==> config.mk <==
export PLATFORM = sky130hd
export DESIGN_NAME = imm_ext_pipe
export DESIGN_NICKNAME = d
export VERILOG_FILES = /design/src/rtl/cpu_pkg.sv /design/src/rtl/imm_ext_core.sv /design/src/rtl/imm_ext_pipe.sv
export SDC_FILE = /design/constraint.sdc
export NUM_CORES = 1
export LEC_CHECK = 0
export BUFFER_PORTS_ARGS = -buffer_cell sky130_fd_sc_hd__buf_2
export CAP_MARGIN = 20
export CORE_AREA = 4 4 92 94
export CTS_BUF_LIST = sky130_fd_sc_hd__clkbuf_4 sky130_fd_sc_hd__clkbuf_8 sky130_fd_sc_hd__clkbuf_16
export CTS_CLUSTER_DIAMETER = 200
export DETAILED_ROUTE_END_ITERATION = 8
export DIE_AREA = 0 0 96 98
export PLACE_DENSITY = 0.71
export SLEW_MARGIN = 20
export SYNTH_ARGS = -nofsm -noshare
export SYNTH_HDL_FRONTEND = slang
export SYNTH_SLANG_ARGS = --single-unit
==> constraint.sdc <==
create_clock -name clk -period 6.14 [get_ports clk]
set_input_delay 1.535 -clock clk [delete_from_list [all_inputs] [get_ports clk]]
set_output_delay 1.535 -clock clk [all_outputs]
set_load 0.01 [all_outputs]
==> src/rtl/cpu_pkg.sv <==
// Shared CPU encodings: immediate-extension modes, ALU operations and decode control word.
package cpu_pkg;

  localparam int XLEN = 32;

  typedef enum logic [1:0] {
    IMM_SEXT  = 2'd0,
    IMM_ZEXT  = 2'd1,
    IMM_LUI   = 2'd2,
    IMM_SHAMT = 2'd3
  } imm_mode_e;

  typedef enum logic [3:0] {
    ALU_ADD  = 4'd0,
    ALU_SUB  = 4'd1,
    ALU_AND  = 4'd2,
    ALU_OR   = 4'd3,
    ALU_XOR  = 4'd4,
    ALU_SLL  = 4'd5,
    ALU_SRL  = 4'd6,
    ALU_SRA  = 4'd7,
    ALU_SLT  = 4'd8,
    ALU_SLTU = 4'd9
  } alu_op_e;

  typedef struct packed {
    logic      reg_write;
    logic      mem_read;
    logic      mem_write;
    logic      branch;
    imm_mode_e imm_mode;
    alu_op_e   alu_op;
  } ctrl_t;

endpackage

==> src/rtl/imm_ext_core.sv <==
// Purely combinational immediate extender; shared by the decode stage and imm_ext_pipe.
module imm_ext_core
  import cpu_pkg::*;
#(
  parameter int IN_W    = 16,
  parameter int OUT_W   = 32,
  parameter int SHAMT_W = 5
) (
  input  logic [IN_W-1:0]  in_imm,
  input  imm_mode_e        mode,
  output logic [OUT_W-1:0] ext_imm
);

  localparam int EXT_W = OUT_W - IN_W;

  generate
    if (OUT_W < IN_W) begin : g_bad_out_w
      $error("imm_ext_core: OUT_W must be >= IN_W");
    end
    if (SHAMT_W > IN_W) begin : g_bad_shamt_w
      $error("imm_ext_core: SHAMT_W must be <= IN_W");
    end
  endgenerate

  logic signed [IN_W-1:0] imm_s;
  assign imm_s = in_imm;

  // Sized casts extend according to operand signedness; LUI shifts by zero when widths match.
  always_comb begin
    ext_imm = '0;
    case (mode)
      IMM_SEXT:  ext_imm = OUT_W'(imm_s);
      IMM_ZEXT:  ext_imm = OUT_W'(in_imm);
      IMM_LUI:   ext_imm = OUT_W'(in_imm) << EXT_W;
      IMM_SHAMT: ext_imm = OUT_W'(in_imm[SHAMT_W-1:0]);
      default:   ext_imm = '0;
    endcase
  end

endmodule

==> src/rtl/imm_ext_pipe.sv <==
// Immediate extension followed by a 2-entry FIFO skid buffer holding {extended imm, tag}.
module imm_ext_pipe
  import cpu_pkg::*;
#(
  parameter int IN_W    = 16,
  parameter int OUT_W   = 32,
  parameter int SHAMT_W = 5,
  parameter int TAG_W   = 5
) (
  input  logic             clk,
  input  logic             rst,
  input  logic             flush,
  input  logic             in_valid,
  output logic             in_ready,
  input  logic [IN_W-1:0]  in_imm,
  input  logic [1:0]       in_mode,
  input  logic [TAG_W-1:0] in_tag,
  output logic             out_valid,
  input  logic             out_ready,
  output logic [OUT_W-1:0] out_imm,
  output logic [TAG_W-1:0] out_tag
);

  localparam int ENT_W = OUT_W + TAG_W;

  logic [1:0]       count_q, count_d;
  logic [ENT_W-1:0] head_q, head_d;
  logic [ENT_W-1:0] tail_q, tail_d;
  logic [OUT_W-1:0] ext_imm;
  logic [ENT_W-1:0] new_entry;
  logic             push, pop;

  imm_ext_core #(
    .IN_W    (IN_W),
    .OUT_W   (OUT_W),
    .SHAMT_W (SHAMT_W)
  ) u_core (
    .in_imm  (in_imm),
    .mode    (imm_mode_e'(in_mode)),
    .ext_imm (ext_imm)
  );

  assign new_entry = {ext_imm, in_tag};

  // Handshake signals derive only from registered count (plus rst), never from out_ready.
  assign in_ready  = (count_q < 2'd2) && !rst;
  assign out_valid = (count_q != 2'd0);
  assign push      = in_valid && in_ready;
  assign pop       = out_valid && out_ready;

  always_comb begin
    count_d = count_q;
    head_d  = head_q;
    tail_d  = tail_q;
    if (flush) begin
      count_d = 2'd0;
    end else begin
      case (count_q)
        2'd0: begin
          if (push) begin
            head_d  = new_entry;
            count_d = 2'd1;
          end
        end
        2'd1: begin
          if (push && pop) begin
            head_d = new_entry;
          end else if (push) begin
            tail_d  = new_entry;
            count_d = 2'd2;
          end else if (pop) begin
            count_d = 2'd0;
          end
        end
        2'd2: begin
          if (pop) begin
            head_d  = tail_q;
            count_d = 2'd1;
          end
        end
        default: count_d = 2'd0;
      endcase
    end
  end

  always_ff @(posedge clk) begin
    if (rst) begin
      count_q <= 2'd0;
    end else begin
      count_q <= count_d;
    end
  end

  // Entry storage carries no reset; outputs are masked while the buffer is empty.
  always_ff @(posedge clk) begin
    head_q <= head_d;
    tail_q <= tail_d;
  end

  assign out_imm = out_valid ? head_q[ENT_W-1:TAG_W] : '0;
  assign out_tag = out_valid ? head_q[TAG_W-1:0]     : '0;

endmodule

==> results of run 1 <==
==> sequential cells by signal (all words and copies together), names as in the netlist <==
signal / count
head_q: 37
tail_q: 37
count_q: 2
==> per-stage QoR <==
stage | power (µW) | utilization | hold slack, ns | cell area, µm² | setup slack [ns]
global route | 1070 | 0.525 | 0.537 | 4010 | 2.64
detailed placement | 682 | 0.500 | 0.497 | 3820 | 2.72
CTS | 1040 | 0.525 | 0.514 | 4010 | 2.72
floorplan | 650 | - | 0.484 | 3400 | 1.85
finish | 1030 | 0.525 | 0.511 | 4010 | 2.72
global placement | 680 | 0.500 | 0.489 | 3820 | 2.74
==> logic make-up (layout without fill, tap and decap cells) <==
group	after synthesis	in the layout
compound gates	21	21
buf+inv	16	88
flops	76	76
mux	20	20
simple gates	117	117
==> cell usage in the layout, fill, tap and decap left out, types with 2 or more instances in the layout <==
| master | Yosys | layout |
|---|---|---|
| edfxtp_1 | 74 | 74 |
| buf_2 | 4 | 66 |
| nand2_1 | 51 | 51 |
| nor2b_1 | 49 | 49 |
| mux2_2 | 17 | 17 |
| a21o_2 | 15 | 15 |
| clkbuf_8 | 0 | 9 |
| and2_1 | 5 | 5 |
| inv_1 | 3 | 3 |
| mux2_4 | 3 | 3 |
| buf_4 | 1 | 3 |
| clkinv_1 | 0 | 2 |
| clkinv_2 | 0 | 2 |
| dfxtp_1 | 2 | 2 |
==> how the worst max path moves through the flow <==
stage / from / to / cells past startpoint
2_1_floorplan: rst / tail_q[0] / 2
3_3_place_gp: rst / in_ready / 3
3_5_place_dp: rst / in_ready / 3
4_1_cts: rst / in_ready / 3
5_1_grt: count_q[1] / out_imm[5] / 3
6_report: rst / in_ready / 3
==> where the power goes <==
group          leakage, µW  switching (µW)  internal, µW
registers         0.000704            2.70           585
clock network    0.0000945             170           188
logic             0.000854            44.3          37.8
==> worst max-delay path, stage by stage <==
cell and delay, ns:
buf_2 0.13, nor2_1 0.09, buf_2 0.13
==> cell type report <==
| type | instances | share of cell area |
|---|---|---|
| clock buffer | 10 | 0.0328 |
| multi-input combinational | 158 | 0.267 |
| inverter | 3 | 0.00281 |
| sequential | 76 | 0.564 |
| timing repair buffer | 69 | 0.0880 |
| clock inverter | 6 | 0.0137 |
| tap | 102 | 0.0318 |
==> metal layers <==
metal  share of wire  GRT usage  vias to the layer above
met4           0.020     0.0525                        2
li1                -          -                     1008
met2            0.49      0.229                       55
met5          0.0019          0                        -
met1            0.44      0.186                      976
met3           0.053     0.0401                       17
==> results, run 1 <==
- The violation count after the first detailed-route iteration is 60.
- Between clock sinks in the finished design, the worst skew comes to 0.00736 ns.
- The clock passes through at most 2 buffers.
- The clock buffer count from CTS is 9.
- The cell area after synthesis is 3400 µm².
- The worst hold path belongs to the class flop to flop.
- The hold path endpoint is head_q[3].
- The startpoint type of the worst setup path is an input port.
- In this run the vertical extent of the chip is 98 µm.
- In this run, synthesis produced a sequential element count of 76.
- The die boundary width is 96 µm.
- The worst slew margin relative to its limit is 0.309.
- The clock-pin slew of the registers on the worst-case setup and hold paths is 0.07 ns.
- The tool flagged a number of max-cap violations equal to 0.
- In the final layout, the share of cells above drive strength 1 is 0.391.
- For this run the aggregate overflow at the end of global routing stands at 0.
- Once detailed placement completed, the half-perimeter wirelength came to 4190 µm.
- The worst reg2reg path endpoint is head_q[2].
- The signal arrival time at the worst endpoint is 1.89 ns.
- The die outline area is 9410 µm².
- In this run, placement finished with an instance count of 408.
- The number of slew-limit violations in the final report is 0.
- The worst setup path is captured at an output port.
- Of the post-synthesis cell area, the dominant cell type holds 0.654.
- In the synthesized netlist, the cells that appear most often are edfxtp_1, nand2_1, nor2b_1.
- Wires add up to 6370 µm.
- Across all layers, the routed design uses 2058 vias.
- The mux cell area share after synthesis is 0.0696.
- The final-report setup violation count is 0.
- Among all cell types in the netlist, the one instantiated most often is edfxtp_1.
- Of the total synthesized cell area, the portion taken by full adders, half adders and majority gates is 0.
- Setup repair after global routing left no endpoint under its margin.
- The final critical delay including setup and external delays is 3.42 ns.
- The maximum clock frequency is 0.292 GHz.
- The weighted congestion reported at the end of routability-driven placement is 0.709.
- The number of standard cells after synthesis is 250.
- The setup slack of the worst register-to-register path is 3.77 ns.
- The fraction of the mapped netlist area in simple logic gates is 0.183.
- The number of gates resized after CTS was 0.
- At the pin with the least slew margin, the transition time is 1.03 ns.
- The area fraction in compound gates after synthesis is 0.0520.
- The hold-critical path depth is 2.
- The area of the multi-input gates is 1070 µm².
- By area the synthesized netlist is led by edfxtp_1, nor2b_1, nand2_1.
- The biggest area contributor in the post-synthesis netlist is edfxtp_1.
- The layout has 668 filler cells.
- Of the total synthesized cell area, the portion taken by XOR and XNOR cells is 0.
- The most used flip-flop cell after synthesis is edfxtp_1.
- The number of hold violations in the final report was 0.
- For the worst setup path, the data required time is 4.61 ns.
- The routed via count divided by cell count is 4.85.
- The sequential-to-total area share from yosys stat is 0.666.
- The total negative setup slack is 0 ns.
- The tree is rooted in a clkbuf_8.
- Yosys printed 0 warnings.
- The number of nets in the final layout is 345.
- The number of I/O port buffers is 66.
- The worst reg2reg path depth is 4.
- The portion of the clock cycle consumed by the worst path in the final layout is 0.557.
- The initialized floorplan defines 32 standard-cell rows.
- The number of enable flip-flop cells after synthesis is 74.
- The first-pass iteration count of the detailed router is 4.
- The run finished with clean final reports.
- The number of sinks driven by the clock tree is 76.
- The CTS tree is done.
- Summing all flip-flop and latch instances after layout gives 2260 µm².
- The average routed wire per standard cell is 15.0 µm.
- Across every metal layer, demand over resource in global routing totals 0.144.
- In the routed design, unresolved DRC markers number 0.
- For this configuration, the core starts out at a cell density of 0.444.
- In this run the remaining antenna-violating nets after routing total 0.
- The startpoint identified for the worst register-to-register timing path is count_q[1].
- IR analysis of the VDD net gives a maximum drop of 0.000119 V.
- Compared with the post-synthesis result, the final layout area differs by 18.1%.
- After synthesis, the share of flip-flops with an asynchronous set or reset is 0.
- The number of top-level pins is 67.
- The placeable core region is 7650 µm².
- The critical setup path kind is input port to output port.
- In this run the number of H-tree levels came out at 3.
- A synthesized cell averages 13.6 µm².
- The wire length of the first global-routing pass is 10400 µm.
- The top fanout value on the critical path is 5.
- For this run, the number of standard cells in the final layout without fillers is 424.
- The largest net degree at the start of global routing is 40.
- The startpoint identified for the worst hold timing path is tail_q[3].
- The static leakage is 0.00165 µW.
- The number of hold buffers added after CTS is 0.
- The number of antenna diodes in the final layout is 0.
- The number of global-route vias before repair is 2130.
- The number of nets in the synthesized netlist is 278.
- After synthesis, the largest family of logic cells by area is simple AND/OR/NAND/NOR gates.
- Buffers added to address setup during post-CTS repair amount to 0.
- The source-to-sink clock delay at the later pin of the worst-skew pair is 0.33 ns.
- The number of antenna violations at the first check in global routing came to 1.
- Power spread over the standard cell area amounts to 256 nW/µm².
- The distinct cell type count of the synthesized netlist is 27.
Note: power is estimated with default switching activity, not from simulation.
==> run 2: changes to the inputs <==
==> constraint.sdc (replaced) <==
create_clock -name clk -period 3 [get_ports clk]
set_input_delay 0.75 -clock clk [delete_from_list [all_inputs] [get_ports clk]]
set_output_delay 0.75 -clock clk [all_outputs]
set_load 0.01 [all_outputs]
==> run 2 against run 1 <==
Net effect: die area stayed put; clock power increased to 2.6 times the previous value; non-clock buffer count increased by 3; combinational power rose by 110%; sequential cell count stayed put; critical endpoint is now out_imm[21]; sequential power is 100% higher; global-route usage is 0.33 points higher; first-iteration DRC count grew 32%; critical path type is now flop to output port; count of clock-buffer cells in the layout shrank 1; cell area up 1.9%; hold slack hardly changed.
==> results, run 2 (synthesis gave the netlist of run 1 again) <==
- The worst path buffer plus inverter count came to 2 (unchanged).
- The placeable core region is 7650 µm² (unchanged).
- The startpoint of the most critical register-to-register path is count_q[1].
- The actual transition at the worst max-transition pin is 1.01 ns (-0.0259 ns).
- The clock skew after layout was 0.00590 ns (-0.00146 ns).
- The routed via count divided by cell count is 4.82 (-0.65%).
- The number of slew-limit violations in the final report is 0 (unchanged).
- The hold-critical path depth is 2 (unchanged).
- The number of sinks driven by the clock tree is 76 (unchanged).
- The detailed placer's ending HPWL is 4420 µm (+5.5%).
- The largest net degree at the start of global routing was 39 (-2.5%).
- The static leakage is 0.00169 µW (+2.2%).
- The clock-pin slew of the registers on the worst-case setup and hold paths was 0.08 ns (about the same).
- The max-cap violation count is 0 (unchanged).
- The number of inserted filler cells in the final layout is 667 (-0.15%).
- The critical setup path kind is flop to output port.
- The worst slew margin relative to its limit is 0.326 (+0.0173).
- The kind of cell with the highest combined delay along the critical path is simple AND/OR/NAND/NOR gates.
- The count of buffers added by post-CTS timing repair for setup is 0 (unchanged).
- The number of top-level pins is 67 (unchanged).
- The number of cells upsized or downsized after cts was 0 (unchanged).
- The slowest library cell on the worst path is nor2_4.
- The die boundary width is 96 µm (unchanged).
- The number of global-route vias before repair came to 2088 (-2.0%).
- The worst reg2reg path depth is 5 (+1).
- The number of hold buffers added after CTS was 0 (unchanged).
- The library cells used most frequently in the layout, excluding fill and tap cells, are edfxtp_1, buf_2, nand2_1.
- The net switching component of the power is 470 µW (+120%).
- The number of antenna violations at the first check in global routing is 0 (-1).
- The total power draw came to 2290 µW (+120%).
- The wire length of the first global-routing pass was 10500 µm (+0.33%).
- Counting I/O delays and the setup requirement, the final critical path takes 2.52 ns.
- The startpoint type of the worst setup path is a flop.
- The top fanout value on the critical path is 23 (+18).
- The clock buffer count from CTS is 9 (unchanged).
- Walking the worst path, the cells encountered are nor2_4 > buf_4 > nor2b_1 > buf_2.
- The share of total power in the clock network is 0.402 (+0.053).
- The number of hold violations in the final report is 0 (unchanged).
- The die outline area is 9410 µm² (unchanged).
- The final antenna diode count was 0 (unchanged).
- The share of power burned in combinational logic is 0.074 (-0.006).
- The internal power was 1820 µW (+130%).
- The routed via count is 2059 (+0.049%).
- The starting density of the core came to 0.444 (unchanged).
- The worst hold slack is 0.511 ns (+0.000163 ns).
- The number of antenna-violating nets in the routed design is 0 (unchanged).
- The maximum ir drop on the vdd rail is 0.000304 V (+160%).
- CTS placed an instance of clkbuf_8 at the clock tree root.
- In this run the worst setup path begins at count_q[1].
- The total routing usage reported by global routing is 0.147 (+0.00330).
- The source-to-sink clock delay at the later pin of the worst-skew pair was 0.34 ns (about the same).
- The hold path startpoint is tail_q[11].
- The synthesis-to-finish area growth is 20.3%.
- The H-tree depth is 3 (unchanged).
- Setup repair after global routing left no endpoint under its margin.
- The total stage count of the critical path is 4 (+1).
- The overflow left after global routing is 0 (unchanged).
- The sequential power share came to 0.524 (-0.048).
- The final-report setup violation count is 0 (unchanged).
- The number of nets in the final layout was 348 (+0.87%).
- The maximum count of clock buffers along a single path is 2 (unchanged).
- TritonCTS built the clock tree.
- The share of final-layout standard cells stronger than drive strength 1 came to 0.403 (+0.0118).
- In the final layout, the registers with the most flip-flops are head_q x37, tail_q x37, count_q x2.
- The proportion of total power due to net switching is 0.205 (-0.00621).
- The die height was 98 µm (unchanged).
- The violation count after the first detailed-route iteration is 79 (+32%).
- The total negative setup slack is 0 ns (unchanged).
- The stage delay of the slowest cell on the critical path was 0.44 ns (+0.31 ns).
- The endpoint kind of the worst setup timing path is an output port.
- The weighted congestion reported at the end of routability-driven placement is 0.698 (-1.6%).
- The average routed wire per standard cell was 15.3 µm (+2.0%).
- The first-pass iteration count of the detailed router is 4 (unchanged).
- The number of cell rows is 32 (unchanged).
- In the finished design, the share of the clock period the worst path needs comes to 0.839.
- The areal power density over the cells is 562 nW/µm² (+120%).
- The type of the most critical hold path is flop to flop.
- The number of remaining DRC errors is 0 (unchanged).
- The run finished with clean final reports.
- The data required time at the worst endpoint is 2.25 ns (-2.36 ns).
- The maximum clock frequency is 0.397 GHz.
- The number of I/O port buffers is 66 (unchanged).
- The library cell used most frequently in the layout, excluding fill and tap cells, is edfxtp_1.
- The signal arrival time at the worst endpoint was 1.77 ns (-0.12 ns).
- The total wire length after detailed routing is 6540 µm (+2.7%).
run 2: cell count changes in the layout (fill, tap and decap cells not counted):
cell / previous run / this run
buf_4: 3 / 6
bufinv_16: 1 / 3
clkinv_1: 2 / 0
clkbuf_4: 1 / 0
clkinvlp_4: 1 / 2
run 2: routing by layer:
metal	wire (µm)	global-route usage	vias up
met5	0	0	-
met4	92	0.0460	0
met3	329	0.0408	11
met2	3180	0.235	52
met1	2940	0.193	984
li1	-	-	1012
run 2: worst paths after layout:
| path | end | slack (ns) |
|---|---|---|
| worst max register to register | head_q[30] | 0.87 |
| worst max-delay path | out_imm[21] | 0.48 |
| worst min-delay path | head_q[11] | 0.51 |
| worst min register to register | head_q[11] | 0.51 |
run 2: layout make-up:
type | instances | area, µm² | share of cell area
Timing Repair Buffer | 72 | 375 | 0.0919
Inverter | 3 | 11.3 | 0.00276
Sequential cell | 76 | 2260 | 0.554
Clock buffer | 9 | 124 | 0.0303
Multi-Input combinational cell | 158 | 1070 | 0.262
Tap cell | 102 | 128 | 0.0312
Clock inverter | 7 | 115 | 0.0282
run 2: power groups by stage:
stage               Combinational (µW)  Clock, µW  Sequential [µW]
finish                             170        923             1200
global route                       189        986             1200
CTS                                173        943             1200
detailed placement                 173          0             1230
global placement                   168          0             1230
floorplan                          107          0             1220
run 2: tightest hold or removal path, stage by stage, from the launching register on:
cell and delay, ns:
edfxtp_1 0.33, nand2_1 0.04, nand2_1 0.05
run 2: per-stage QoR:
stage	instance area (µm²)	util	instances	setup slack, ns
floorplan	3410	-	250	0.337
global placement	3850	0.503	411	0.749
detailed placement	3850	0.503	411	0.715
CTS	4090	0.534	427	0.459
global route	4090	0.534	427	0.356
finish	4090	0.534	427	0.482
